### src/rtl/rtc_spi_bridge.sv
// rtc_spi_bridge: carries one latched RTC CPU cycle to the MCU as a single
// 16-bit mode-0 SPI slave frame, then returns read data and a completion
// strobe. SPI pins are oversampled on CLKCPU_A, which is the only clock.
module rtc_spi_bridge #(
  parameter int TIMEOUT_CYCLES = 4096,
  parameter int SYNC_STAGES    = 2
) (
  input  logic       CLKCPU_A,
  input  logic       RESET,
  input  logic       CYCLE_REQ,
  input  logic       RW,
  input  logic [5:0] A,
  input  logic [7:0] D_IN,
  output logic [7:0] D_OUT,
  output logic       D_OE,
  output logic       CYCLE_DONE,
  output logic       MCU_REQ,
  input  logic       SPI_NSS,
  input  logic       SPI_CK,
  input  logic       SPI_MOSI,
  output logic       SPI_MISO
);

  localparam int            TW      = (TIMEOUT_CYCLES > 2) ? $clog2(TIMEOUT_CYCLES) : 1;
  localparam logic [TW-1:0] TO_LAST = TW'(TIMEOUT_CYCLES - 1);

  // S_DRAIN waits out an MCU frame that was in flight when the CPU aborted.
  typedef enum logic [2:0] {
    S_IDLE,
    S_PENDING,
    S_SHIFT,
    S_DRAIN,
    S_ACK
  } state_t;

  state_t                 state_q;
  logic [SYNC_STAGES-1:0] nss_sync_q, ck_sync_q, mosi_sync_q;
  logic                   nss_prev_q, ck_prev_q;
  logic                   nss_s, ck_s, mosi_s;
  logic                   nss_fall, nss_rise, ck_rise, ck_fall;
  logic [4:0]             bit_cnt_q;
  logic [7:0]             rx_q;
  logic [15:0]            tx_q;
  logic [15:0]            tx_frame_d;
  logic [TW-1:0]          to_cnt_q;
  logic                   timeout_d;
  logic                   rw_q;
  logic [5:0]             a_q;
  logic [7:0]             wd_q;
  logic                   mcu_req_q, cycle_done_q, d_oe_q;
  logic [7:0]             d_out_q;

  // Synchronise the SPI pins and keep the previous level for edge detection.
  always_ff @(posedge CLKCPU_A) begin
    if (RESET) begin
      // NOTE: NSS idles high, so its chain resets to 1; resetting it to 0
      // would manufacture a chip-select edge on the first clocks after reset.
      nss_sync_q  <= '1;
      ck_sync_q   <= '0;
      mosi_sync_q <= '0;
      nss_prev_q  <= 1'b1;
      ck_prev_q   <= 1'b0;
    end else begin
      nss_sync_q  <= {nss_sync_q[SYNC_STAGES-2:0], SPI_NSS};
      ck_sync_q   <= {ck_sync_q[SYNC_STAGES-2:0], SPI_CK};
      mosi_sync_q <= {mosi_sync_q[SYNC_STAGES-2:0], SPI_MOSI};
      nss_prev_q  <= nss_sync_q[SYNC_STAGES-1];
      ck_prev_q   <= ck_sync_q[SYNC_STAGES-1];
    end
  end

  assign nss_s    = nss_sync_q[SYNC_STAGES-1];
  assign ck_s     = ck_sync_q[SYNC_STAGES-1];
  assign mosi_s   = mosi_sync_q[SYNC_STAGES-1];
  assign nss_fall = ~nss_s & nss_prev_q;
  assign nss_rise = nss_s & ~nss_prev_q;
  assign ck_rise  = ck_s & ~ck_prev_q;
  assign ck_fall  = ~ck_s & ck_prev_q;

  // Frame image rebuilt from the latched cycle when a short frame is retried.
  assign tx_frame_d = {rw_q, 1'b1, a_q, (rw_q ? 8'h00 : wd_q)};
  assign timeout_d  = (to_cnt_q == TO_LAST);

  // Count SCK rises since chip select and shift MOSI in; only the last
  // eight bits are kept because MOSI byte0 carries nothing.
  always_ff @(posedge CLKCPU_A) begin
    if (RESET) begin
      bit_cnt_q <= '0;
      rx_q      <= '0;
    end else begin
      if (nss_fall) begin
        bit_cnt_q <= '0;
      end else if (ck_rise && (bit_cnt_q != 5'd31)) begin
        bit_cnt_q <= bit_cnt_q + 5'd1;
      end
      if (ck_rise) begin
        rx_q <= {rx_q[6:0], mosi_s};
      end
    end
  end

  // Cycle FSM with registered outputs and the MISO shift register.
  always_ff @(posedge CLKCPU_A) begin
    if (RESET) begin
      state_q      <= S_IDLE;
      tx_q         <= '0;
      to_cnt_q     <= '0;
      rw_q         <= 1'b0;
      a_q          <= '0;
      wd_q         <= '0;
      mcu_req_q    <= 1'b0;
      cycle_done_q <= 1'b0;
      d_oe_q       <= 1'b0;
      d_out_q      <= '0;
    end else begin
      // Mode 0: the MCU samples on the rise, so the next bit moves on the fall.
      // Later assignments in the case below override this default shift.
      if (ck_fall) begin
        tx_q <= {tx_q[14:0], 1'b0};
      end

      case (state_q)
        S_IDLE: begin
          if (CYCLE_REQ) begin
            rw_q      <= RW;
            a_q       <= A;
            wd_q      <= D_IN;
            tx_q      <= {RW, 1'b1, A, (RW ? 8'h00 : D_IN)};
            mcu_req_q <= 1'b1;
            to_cnt_q  <= '0;
            state_q   <= S_PENDING;
          end
        end

        S_PENDING: begin
          if (!CYCLE_REQ) begin
            mcu_req_q <= 1'b0;
            tx_q      <= '0;
            state_q   <= S_IDLE;
          end else if (timeout_d) begin
            d_out_q      <= 8'hFF;
            mcu_req_q    <= 1'b0;
            cycle_done_q <= 1'b1;
            d_oe_q       <= rw_q;
            tx_q         <= '0;
            state_q      <= S_ACK;
          end else begin
            to_cnt_q <= to_cnt_q + TW'(1);
            if (nss_fall) begin
              state_q <= S_SHIFT;
            end
          end
        end

        S_SHIFT: begin
          if (!CYCLE_REQ) begin
            mcu_req_q <= 1'b0;
            tx_q      <= '0;
            state_q   <= nss_rise ? S_IDLE : S_DRAIN;
          end else if (nss_rise && (bit_cnt_q == 5'd16)) begin
            // A complete frame takes priority over a timeout in the same clock.
            if (rw_q) begin
              d_out_q <= rx_q;
            end
            mcu_req_q    <= 1'b0;
            cycle_done_q <= 1'b1;
            d_oe_q       <= rw_q;
            tx_q         <= '0;
            state_q      <= S_ACK;
          end else if (timeout_d) begin
            d_out_q      <= 8'hFF;
            mcu_req_q    <= 1'b0;
            cycle_done_q <= 1'b1;
            d_oe_q       <= rw_q;
            tx_q         <= '0;
            state_q      <= S_ACK;
          end else begin
            to_cnt_q <= to_cnt_q + TW'(1);
            if (nss_rise) begin
              tx_q    <= tx_frame_d;
              state_q <= S_PENDING;
            end
          end
        end

        S_DRAIN: begin
          if (nss_s) begin
            tx_q    <= '0;
            state_q <= S_IDLE;
          end
        end

        S_ACK: begin
          if (!CYCLE_REQ) begin
            cycle_done_q <= 1'b0;
            d_oe_q       <= 1'b0;
            state_q      <= S_IDLE;
          end
        end

        default: begin
          state_q <= S_IDLE;
        end
      endcase
    end
  end

  assign D_OUT      = d_out_q;
  assign D_OE       = d_oe_q;
  assign CYCLE_DONE = cycle_done_q;
  assign MCU_REQ    = mcu_req_q;
  assign SPI_MISO   = tx_q[15];

endmodule
### config.mk
export PLATFORM = sky130hd
export DESIGN_NAME = rtc_spi_bridge
export DESIGN_NICKNAME = d
export VERILOG_FILES = /design/src/rtl/rtc_spi_bridge.sv
export SDC_FILE = /design/constraint.sdc
export NUM_CORES = 1
export LEC_CHECK = 0
export CAP_MARGIN = 20
export CORE_UTILIZATION = 51
export DETAILED_ROUTE_END_ITERATION = 8
export GPL_TIMING_DRIVEN = 1
export HOLD_SLACK_MARGIN = 0.15
export PLACE_DENSITY = 0.75
export SYNTH_ARGS = -nofsm -noshare
export SYNTH_HDL_FRONTEND = slang
export SYNTH_SLANG_ARGS = --single-unit
### constraint.sdc
create_clock -name CLKCPU_A -period 1.94 [get_ports CLKCPU_A]
set_input_delay 0.388 -clock CLKCPU_A [delete_from_list [all_inputs] [get_ports CLKCPU_A]]
set_output_delay 0.388 -clock CLKCPU_A [all_outputs]
set_load 0.03 [all_outputs]
==> results of run 1 <==
[area by class of cell]
| class | count | share of cell area |
|---|---|---|
| tap | 96 | 0.0260 |
| sequential | 78 | 0.339 |
| multi-input combinational | 324 | 0.428 |
| clock inverter | 7 | 0.0222 |
| inverter | 9 | 0.00732 |
| clock buffer | 9 | 0.0269 |
| timing repair buffer | 82 | 0.150 |
[placed cells by master (no fill, tap or decap), types with 3 or more instances in the layout]
master / n
sky130_fd_sc_hd__dfxtp_1: 76
sky130_fd_sc_hd__o211ai_1: 7
sky130_fd_sc_hd__nand3b_1: 10
sky130_fd_sc_hd__nand3_1: 8
sky130_fd_sc_hd__a21oi_1: 43
sky130_fd_sc_hd__buf_4: 50
sky130_fd_sc_hd__inv_1: 9
sky130_fd_sc_hd__o21ai_1: 3
sky130_fd_sc_hd__or2_2: 4
sky130_fd_sc_hd__mux2i_1: 15
sky130_fd_sc_hd__xor2_1: 7
sky130_fd_sc_hd__and3_1: 5
sky130_fd_sc_hd__nand4_1: 4
sky130_fd_sc_hd__nand2_1: 79
sky130_fd_sc_hd__inv_6: 4
sky130_fd_sc_hd__o221ai_1: 5
sky130_fd_sc_hd__nor2_1: 27
sky130_fd_sc_hd__ha_1: 4
sky130_fd_sc_hd__a2bb2oi_1: 7
sky130_fd_sc_hd__nor3_1: 21
sky130_fd_sc_hd__or3_1: 3
sky130_fd_sc_hd__clkdlybuf4s50_1: 30
sky130_fd_sc_hd__clkbuf_8: 9
sky130_fd_sc_hd__nand2b_1: 5
sky130_fd_sc_hd__nor2b_1: 9
sky130_fd_sc_hd__o21ai_0: 17
[how the worst max path moves through the flow]
stage	to	startpoint	depth (start not counted)
after floorplan	to_cnt_q[11]	bit_cnt_q[0]	7
after global placement	to_cnt_q[8]	CYCLE_REQ	6
after detailed placement	to_cnt_q[11]	CYCLE_REQ	6
after CTS	to_cnt_q[11]	bit_cnt_q[0]	7
after global routing	bit_cnt_q[3]	bit_cnt_q[0]	8
final	tx_q[0]	to_cnt_q[0]	6
[timing repair]
action | CTS | global route
setup endpoints to repair | 8 | 32
gates resized for setup | 7 | 7
pin swaps | 5 | 2
setup buffers | 0 | 2
[power by group]
part,switching [mW],internal (mW)
Combinational,0.327,0.276
Sequential,0.0573,1.68
Clock,0.660,0.743
Total,1.04,2.70
[logic make-up (layout without fill, tap and decap cells)]
logic type / after synthesis / in the layout / synth area share
compound gates: 104 / 104 / 0.193
mux: 15 / 15 / 0.0416
flops: 78 / 78 / 0.432
fa+ha+maj: 4 / 4 / 0.0139
xor+xnor: 8 / 8 / 0.0194
simple gates: 193 / 193 / 0.264
buf+inv: 31 / 107 / 0.0360
[stage by stage]
stage,std cells,worst slack (ns),setup TNS [ns],instance area (um2)
final,605,0.0761,0,4610
after global routing,605,0.00483,0,4610
after CTS,603,0.0220,0,4580
after detailed placement,588,-0.256,-7.25,4330
after global placement,588,-0.194,-6.01,4330
after floorplan,433,0.0713,0,3610
[state kept, by name, indices dropped and copies added (netlist names)]
| name | cells |
|---|---|
| bit_cnt_q | 5 |
| rx_q | 8 |
| D_OUT | 8 |
| CYCLE_DONE | 1 |
| mosi_sync_q | 2 |
| to_cnt_q | 12 |
| rw_q | 1 |
| nss_sync_q | 2 |
| wd_q | 8 |
| ck_sync_q | 2 |
| D_OE | 1 |
| ck_prev_q | 1 |
| MCU_REQ | 1 |
| tx_q | 16 |
| a_q | 6 |
| nss_prev_q | 1 |
| state_q | 3 |
[worst max-delay path, cell delays in order, from the launching register on]
cell	delay (ns)
sky130_fd_sc_hd__dfxtp_1	0.33
sky130_fd_sc_hd__ha_1	0.21
sky130_fd_sc_hd__and3_2	0.27
sky130_fd_sc_hd__and4_1	0.22
sky130_fd_sc_hd__o21a_4	0.26
sky130_fd_sc_hd__or3b_1	0.35
sky130_fd_sc_hd__a31oi_1	0.16
[per-layer routing]
| layer | GRT usage | part of all wire | routed length [um] | vias to the layer above |
|---|---|---|---|---|
| met1 | 0.310 | 0.46 | 4000 | 1596 |
| met4 | 0.0985 | 0.013 | 113 | 0 |
| met5 | 0 | 0 | 0 | - |
| met3 | 0.0491 | 0.040 | 354 | 14 |
| met2 | 0.430 | 0.49 | 4310 | 67 |
| li1 | - | - | - | 1671 |
==> flow_results.org, run 1 <==
** Route
- Detailed Route WL :: 8780 um
- Avg Vias per Cell :: 5.53
- Number of DRC violations after detailed-routing iteration 0 :: 181
- The first TritonRoute pass finished after 5 iterations.
- Post-detailed-route wirelength per cell :: 14.5 um
- Detailed-route DRC error count :: 0
- Post-DRT Antenna Nets :: 0
- Summing over every cut layer, the via total after detailed routing is 3348.

** Worst setup path
- Logic depth of the worst register-to-register path :: 6
- Data on the critical path arrives at its endpoint at 2.15 ns.
- The worst setup path is of the reg -> reg kind.
- Of all nets on the critical path, the largest fanout is 9.
- STA classifies the critical path startpoint as a flop.
- The worst setup path is captured at a flop.
- Crit path required time :: 2.22 ns
- In this run the critical register-to-register path is launched from to_cnt_q[0].
- In this run the critical register-to-register path is captured at tx_q[0].
- In this run the register-to-register setup slack is 0.08 ns.

** Power and ir drop
- Leakage power figure :: 1.73 nW
- Across the VDD grid, the largest voltage drop is 0.562 mV.
- In this run the power density over the cells is 811 mW/mm2.
- Final Total Pwr :: 3.74 mW

** Yosys
- Largest area contributor in the synthesized netlist :: sky130_fd_sc_hd__dfxtp_1
- In the post-synthesis netlist, the cell with the most instances is sky130_fd_sc_hd__nand2_1.
- The number of nets handed over by synthesis was 458.
- Yosys mapped a number of flops with a built-in enable equal to 0.
- In this run the cell area of the synthesized design comes to 0.00361 mm2.
- Post-synth top flop :: sky130_fd_sc_hd__dfxtp_1
- Number of synthesized register bits :: 78
- By area the synthesized netlist is led by sky130_fd_sc_hd__dfxtp_1 43%, sky130_fd_sc_hd__nand2_1 8.2%, sky130_fd_sc_hd__a21oi_1 6.1%.
- Yosys warnings :: 0
- Area fraction of the dominant cell type after synthesis :: 0.432
- The commonest cells after synthesis are 79 x sky130_fd_sc_hd__nand2_1, 78 x sky130_fd_sc_hd__dfxtp_1, 44 x sky130_fd_sc_hd__a21oi_1, 27 x sky130_fd_sc_hd__nor2_1, 22 x sky130_fd_sc_hd__nor3_1.
- Sequential element share of the synthesized area :: 0.432
- In this run the mean area of a mapped cell was 8.34 um2.
- The netlist uses 55 different library cells.
- The cell count after synthesis came out at 433.
- After synthesis, the share of flip-flops with an asynchronous set or reset is 0.

** Finish
- Reg area :: 0.00156 mm2
- Filler instances :: 566
- Number of antenna diodes :: 0
- Final cell utilization of the core :: 0.675
- Growth of design area from synthesis to finish :: 27.7%
- In the final layout, the multi-input gates occupy 0.00198 mm2.
- Share of layout cells above drive strength 1 :: 0.181
- Number of nets in the finished design :: 529

** Global routing
- Overall overflow remaining after global route :: 0
- Global-route wire length before repair :: 14800 um
- Maximum number of pins on one net before global-route repair :: 26
- The number of antenna violations at the first check in global routing came to 0.
- The number of global-route vias before repair was 3284.
- Aggregate global-route resource usage :: 0.251

** Clock network
- After clock tree synthesis, the clock-pin slew on the worst setup and hold paths is 0.08 ns.
- Quantity of hold-fixing buffers added after cts :: 0
- Max Root-Sink Buffers :: 2
- Num CTS Buffers :: 9
- The root buffer cell chosen for the clock tree is sky130_fd_sc_hd__clkbuf_8.
- At the later pin of the worst-skew pair, clock insertion delay measures 0.36 ns.
- CTS built an H-tree with a depth of 3.
- Num Clock Sinks :: 78
- TritonCTS built the clock tree.

** Timing
- The number of max-slew violations in the final report was 0.
- For the pin with the worst max-slew slack, the measured transition is 0.581 ns.
- Setup repair after global routing missed its margin :: false
- Worst rel slew slack :: 0.612
- Post-layout minimum cycle time :: 1.86 ns
- Timing would allow up to 0.537 GHz.
- Clock skew on the completed layout was measured at 0.0127 ns.
- Setup violations remaining at the end of the flow were counted as 0.
- Worst hold margin :: 0.420 ns
- Dividing the final minimum period by the clock period gives 0.961.
- Final count of hold timing violations :: 0

** Placement
- The congestion estimate from routability-driven global placement came to 0.895.
- IO buf count :: 32
- Detailed placement ended at an HPWL of 6000 um.

** Worst hold path
- Min-delay worst type :: in -> reg
- Counting instances, the worst hold path has a depth of 2.
- For hold timing, the worst endpoint is mosi_sync_q[0].
- Hold Startpoint :: RESET

** Floorplanning
- Starting density of the core :: 0.529
- The floorplan step set the die height to 86.2 um.
- During I/O placement, the number of pins put on the boundary was 33.
- In this run the horizontal extent of the chip is 86.2 um.
- Floorplan core area :: 0.00683 mm2
- The initialized floorplan defines 30 standard-cell rows.
- The floorplan step defined a die boundary enclosing 0.00742 mm2.

** Run status
- Run status :: finished clean

** Flow run
- Max-capacitance violation count :: 0
Power figures use the tool's default switching activity.
==> inputs of run 2 (changes only) <==
--- a/config.mk
+++ b/config.mk
@@ -6,11 +6,12 @@
 export NUM_CORES = 1
 export LEC_CHECK = 0
 export CAP_MARGIN = 20
-export CORE_UTILIZATION = 51
+export CORE_UTILIZATION = 57
 export DETAILED_ROUTE_END_ITERATION = 8
 export GPL_TIMING_DRIVEN = 1
 export HOLD_SLACK_MARGIN = 0.15
-export PLACE_DENSITY = 0.75
+export PLACE_DENSITY = 0.79
+export SLEW_MARGIN = 10
 export SYNTH_ARGS = -nofsm -noshare
 export SYNTH_HDL_FRONTEND = slang
 export SYNTH_SLANG_ARGS = --single-unit
==> constraint.sdc (replaced) <==
create_clock -name CLKCPU_A -period 1.9 [get_ports CLKCPU_A]
set_input_delay 0.38 -clock CLKCPU_A [delete_from_list [all_inputs] [get_ports CLKCPU_A]]
set_output_delay 0.38 -clock CLKCPU_A [all_outputs]
set_load 0.03 [all_outputs]
==> run 2 against run 1 <==
Net effect:
- total power up 6.5%
- sequential cell count unchanged
- utilization increased by 13 points
- register-to-register slack worse by 0.05 ns
- maximum frequency decreased by 0.76%
- clock power is 4% higher
- clock skew is 0.00076 ns lower
- non-clock buffer count increased by 9
- largest cell class unchanged
- sequential share of layout area fell by 1.5 points
==> flow_results.org, run 2 (synthesis results as in run 1) <==
** Timing
- Smallest setup slack after layout :: 0.0218 ns
- Worst hold margin :: 0.425 ns
- Final count of hold timing violations :: 0
- Static timing analysis puts the maximum clock frequency at 0.532 GHz.
- The number of max-slew violations in the final report is 0.
- Final setup violating endpoints :: 0
- Measured against its own limit, the worst slew margin works out to 0.631.
- In the finished design, the share of the clock period the worst path needs comes to 0.989.
- Worst setup skew after layout :: 0.0119 ns
- The worst path in the final design needs a cycle of 1.88 ns, including I/O delays and setup.
- Tightest Pin Transition :: 0.553 ns

** Run status
- Run status :: finished clean

** Finish
- Share of layout cells above drive strength 1 :: 0.222
- Compared with the post-synthesis result, the final layout area differs by 33.7%.
- After routing the design area is 0.00483 mm2.
- Number of nets in the finished design :: 538
- Filler instances :: 387
- The largest registers in the layout are tx_q x16, to_cnt_q x12.
- Register bank with the most flops :: tx_q
- The number of antenna diodes in the final layout is 0.
- Leading cell type in the layout, fill and taps excluded :: sky130_fd_sc_hd__nand2_1
- Most frequent cells in the layout :: 78 x sky130_fd_sc_hd__nand2_1, 76 x sky130_fd_sc_hd__dfxtp_1, 49 x sky130_fd_sc_hd__buf_4
- The register with the most flip-flops in the layout has 16 of them.

** Clock network
- Clock-pin slew was measured on the worst setup and hold paths at 0.09 ns.
- In this run the clock root is driven by a sky130_fd_sc_hd__clkbuf_8.
- TritonCTS built the clock tree.
- The clock drives 78 sinks.
- Max Root-Sink Buffers :: 2
- Max H-tree Level :: 3
- Clock latency on the worst-skew pair, taken at its later pin, is 0.36 ns.
- Num CTS Buffers :: 9

** Global routing
- Overall overflow remaining after global route :: 0
- Vias in the first global route :: 3292
- Entering global routing, the biggest net connects 32 pins.
- In the global route stage, overall resource usage came out at 0.293.
- The number of antenna violations at the first check in global routing came to 0.
- The first global-routing pass estimated 14700 um of wire.

** Placement
- During placement, the flow inserted port buffers numbering 32.
- Placer Congestion :: 0.916
- Post-place setup slack :: -0.354 ns
- HPWL after DPL :: 6440 um
- Once placement finished, the instance area stood at 0.00441 mm2.

** Worst setup path
- Startpoint type of the worst setup path :: flop
- RR Endpoint :: state_q[0]
- The number of buffers and inverters on the critical path is 2.
- Critical Path Fanout Max :: 8
- The worst register-to-register path has a depth of 6.
- The worst setup path is of the reg -> reg kind.
- Slowest stage cell on the critical path :: sky130_fd_sc_hd__dfxtp_1
- Gate family responsible for the most delay along the worst path :: compound AO/OA/AOI/OAI gates
- Setup slack on the worst reg-to-reg path comes out at 0.02 ns.
- The worst register-to-register path begins at state_q[0].
- Critical Path Start :: state_q[0]
- Delay of the slowest cell on the worst path :: 0.52 ns
- Type of element capturing the critical path :: flop
- The signal on the critical path passes through buf_4 -> and4bb_2 -> buf_4 -> o2111ai_4 -> a21oi_1 -> a311oi_1.
- Path length in cells of the critical path :: 6
- Last element of the critical path :: state_q[0]
- For the worst setup path, the data arrival time is 2.14 ns.
- The most numerous cell type found on the critical path is sky130_fd_sc_hd__buf_4.
- Crit path required time :: 2.16 ns

** Route
- Detailed-route DRC error count :: 0
- For this block, the routed nets add up to 9690 um of wire.
- Once detail routing completed, the nets flagged for antenna violations numbered 0.
- Post-detailed-route wirelength per cell :: 16.3 um
- The first TritonRoute pass finished after 5 iterations.
- In this run, the number of DRC markers left after iteration 0 of detailed routing was 321.
- Total number of vias :: 3586
- Avg Vias per Cell :: 6.05

** Floorplanning
- Die Y :: 81.6 um
- The floorplan step set the die width to 81.6 um.
- Die Area :: 0.00666 mm2
- The initial utilization of the core area, before any placement, comes to 0.599.
- The initialized floorplan defines 28 standard-cell rows.
- For this design the top-level I/O count stands at 33.
- The total area inside the core boundary comes to 0.00603 mm2.

** Power and ir drop
- For this design the static power due to leakage is 1.81 nW.
- Power spread over the standard cell area amounts to 825 mW/mm2.
- Part of the power in registers :: 0.446
- Of the total power, combinational logic draws 0.189.
- For this design the total switching power over the nets is 1.14 mW.
- Of the total power, the clock network draws 0.366.
- Int Pwr :: 2.84 mW
- Switching portion of total power :: 0.287
- Across the VDD grid, the largest voltage drop is 0.820 mV.

** Worst hold path
- The path class of the tightest hold or removal check is reg -> reg.

** Flow run
- The tool flagged a number of max-cap violations equal to 0.
run 2: cell types whose count changed in the layout (fill, tap and decap cells not counted), moves of 5 or more:
cell,previous run,this run
sky130_fd_sc_hd__a2bb2oi_1,7,1
sky130_fd_sc_hd__buf_6,0,5
sky130_fd_sc_hd__buf_12,0,5
sky130_fd_sc_hd__a2bb2oi_2,0,5
run 2: per-layer routing:
layer / track usage / up-vias / share of wire
met4: 0.160 / 0 / 0.029
met3: 0.0511 / 30 / 0.052
met5: 0 / - / 0
met2: 0.503 / 156 / 0.49
li1: - / 1692 / -
met1: 0.347 / 1708 / 0.43
run 2: worst reg2reg max path, delay by kind of cell (launching register included):
| family | cells | cell delay [ns] |
|---|---|---|
| DFF | 1 | 0.52 |
| AOI/OAI and AO/OA | 3 | 0.63 |
| buffers and inverters | 2 | 0.36 |
| and+or+nand+nor | 1 | 0.28 |
run 2: what timing repair did:
item / 4_1_cts / 5_1_grt
gates resized for setup: 4 / 32
hold buffers: 0 / 0
endpoints found under the hold margin: 0 / 0
pin swaps: 8 / 10
endpoints found under the setup margin: 17 / 36
setup buffers: 2 / 1
run 2: power groups by stage:
stage	clock (mW)	sequential, mW	combinational [mW]
finish	1.46	1.78	0.752
CTS	1.45	1.77	0.655
global route	1.52	1.78	0.805
detailed placement	0	1.81	0.644
global placement	0	1.80	0.622
floorplan	0	1.79	0.361
run 2: worst min-delay path by stage:
stage / from / end / slack (ns) / depth (start not counted)
final: nss_sync_q[0] / nss_sync_q[1] / 0.42 / 1
after global routing: RESET / to_cnt_q[1] / 0.43 / 2
after CTS: RESET / wd_q[6] / 0.42 / 2
after detailed placement: nss_sync_q[0] / nss_sync_q[1] / 0.40 / 1
after global placement: nss_sync_q[0] / nss_sync_q[1] / 0.40 / 1
after floorplan: nss_sync_q[0] / nss_sync_q[1] / 0.39 / 1
run 2: cell type report:
type,instances,area [um2],area share
clock buffers,9,124,0.0257
clock inverters,7,105,0.0218
inverters,9,33.8,0.00700
multi-input cells,324,2070,0.428
flip-flops and latches,78,1560,0.324
well taps,75,93.8,0.0194
repair buffers,91,842,0.174
run 2: through the flow:
step / std cells / setup TNS, ns / utilization / power, mW
after CTS: 593 / -0.0113 / 0.775 / 3.88
after floorplan: 433 / 0 / - / 2.16
after global routing: 593 / -0.0105 / 0.801 / 4.11
final: 593 / 0 / 0.801 / 3.98
after detailed placement: 575 / -11.98 / 0.732 / 2.45
after global placement: 575 / -10.39 / 0.732 / 2.42
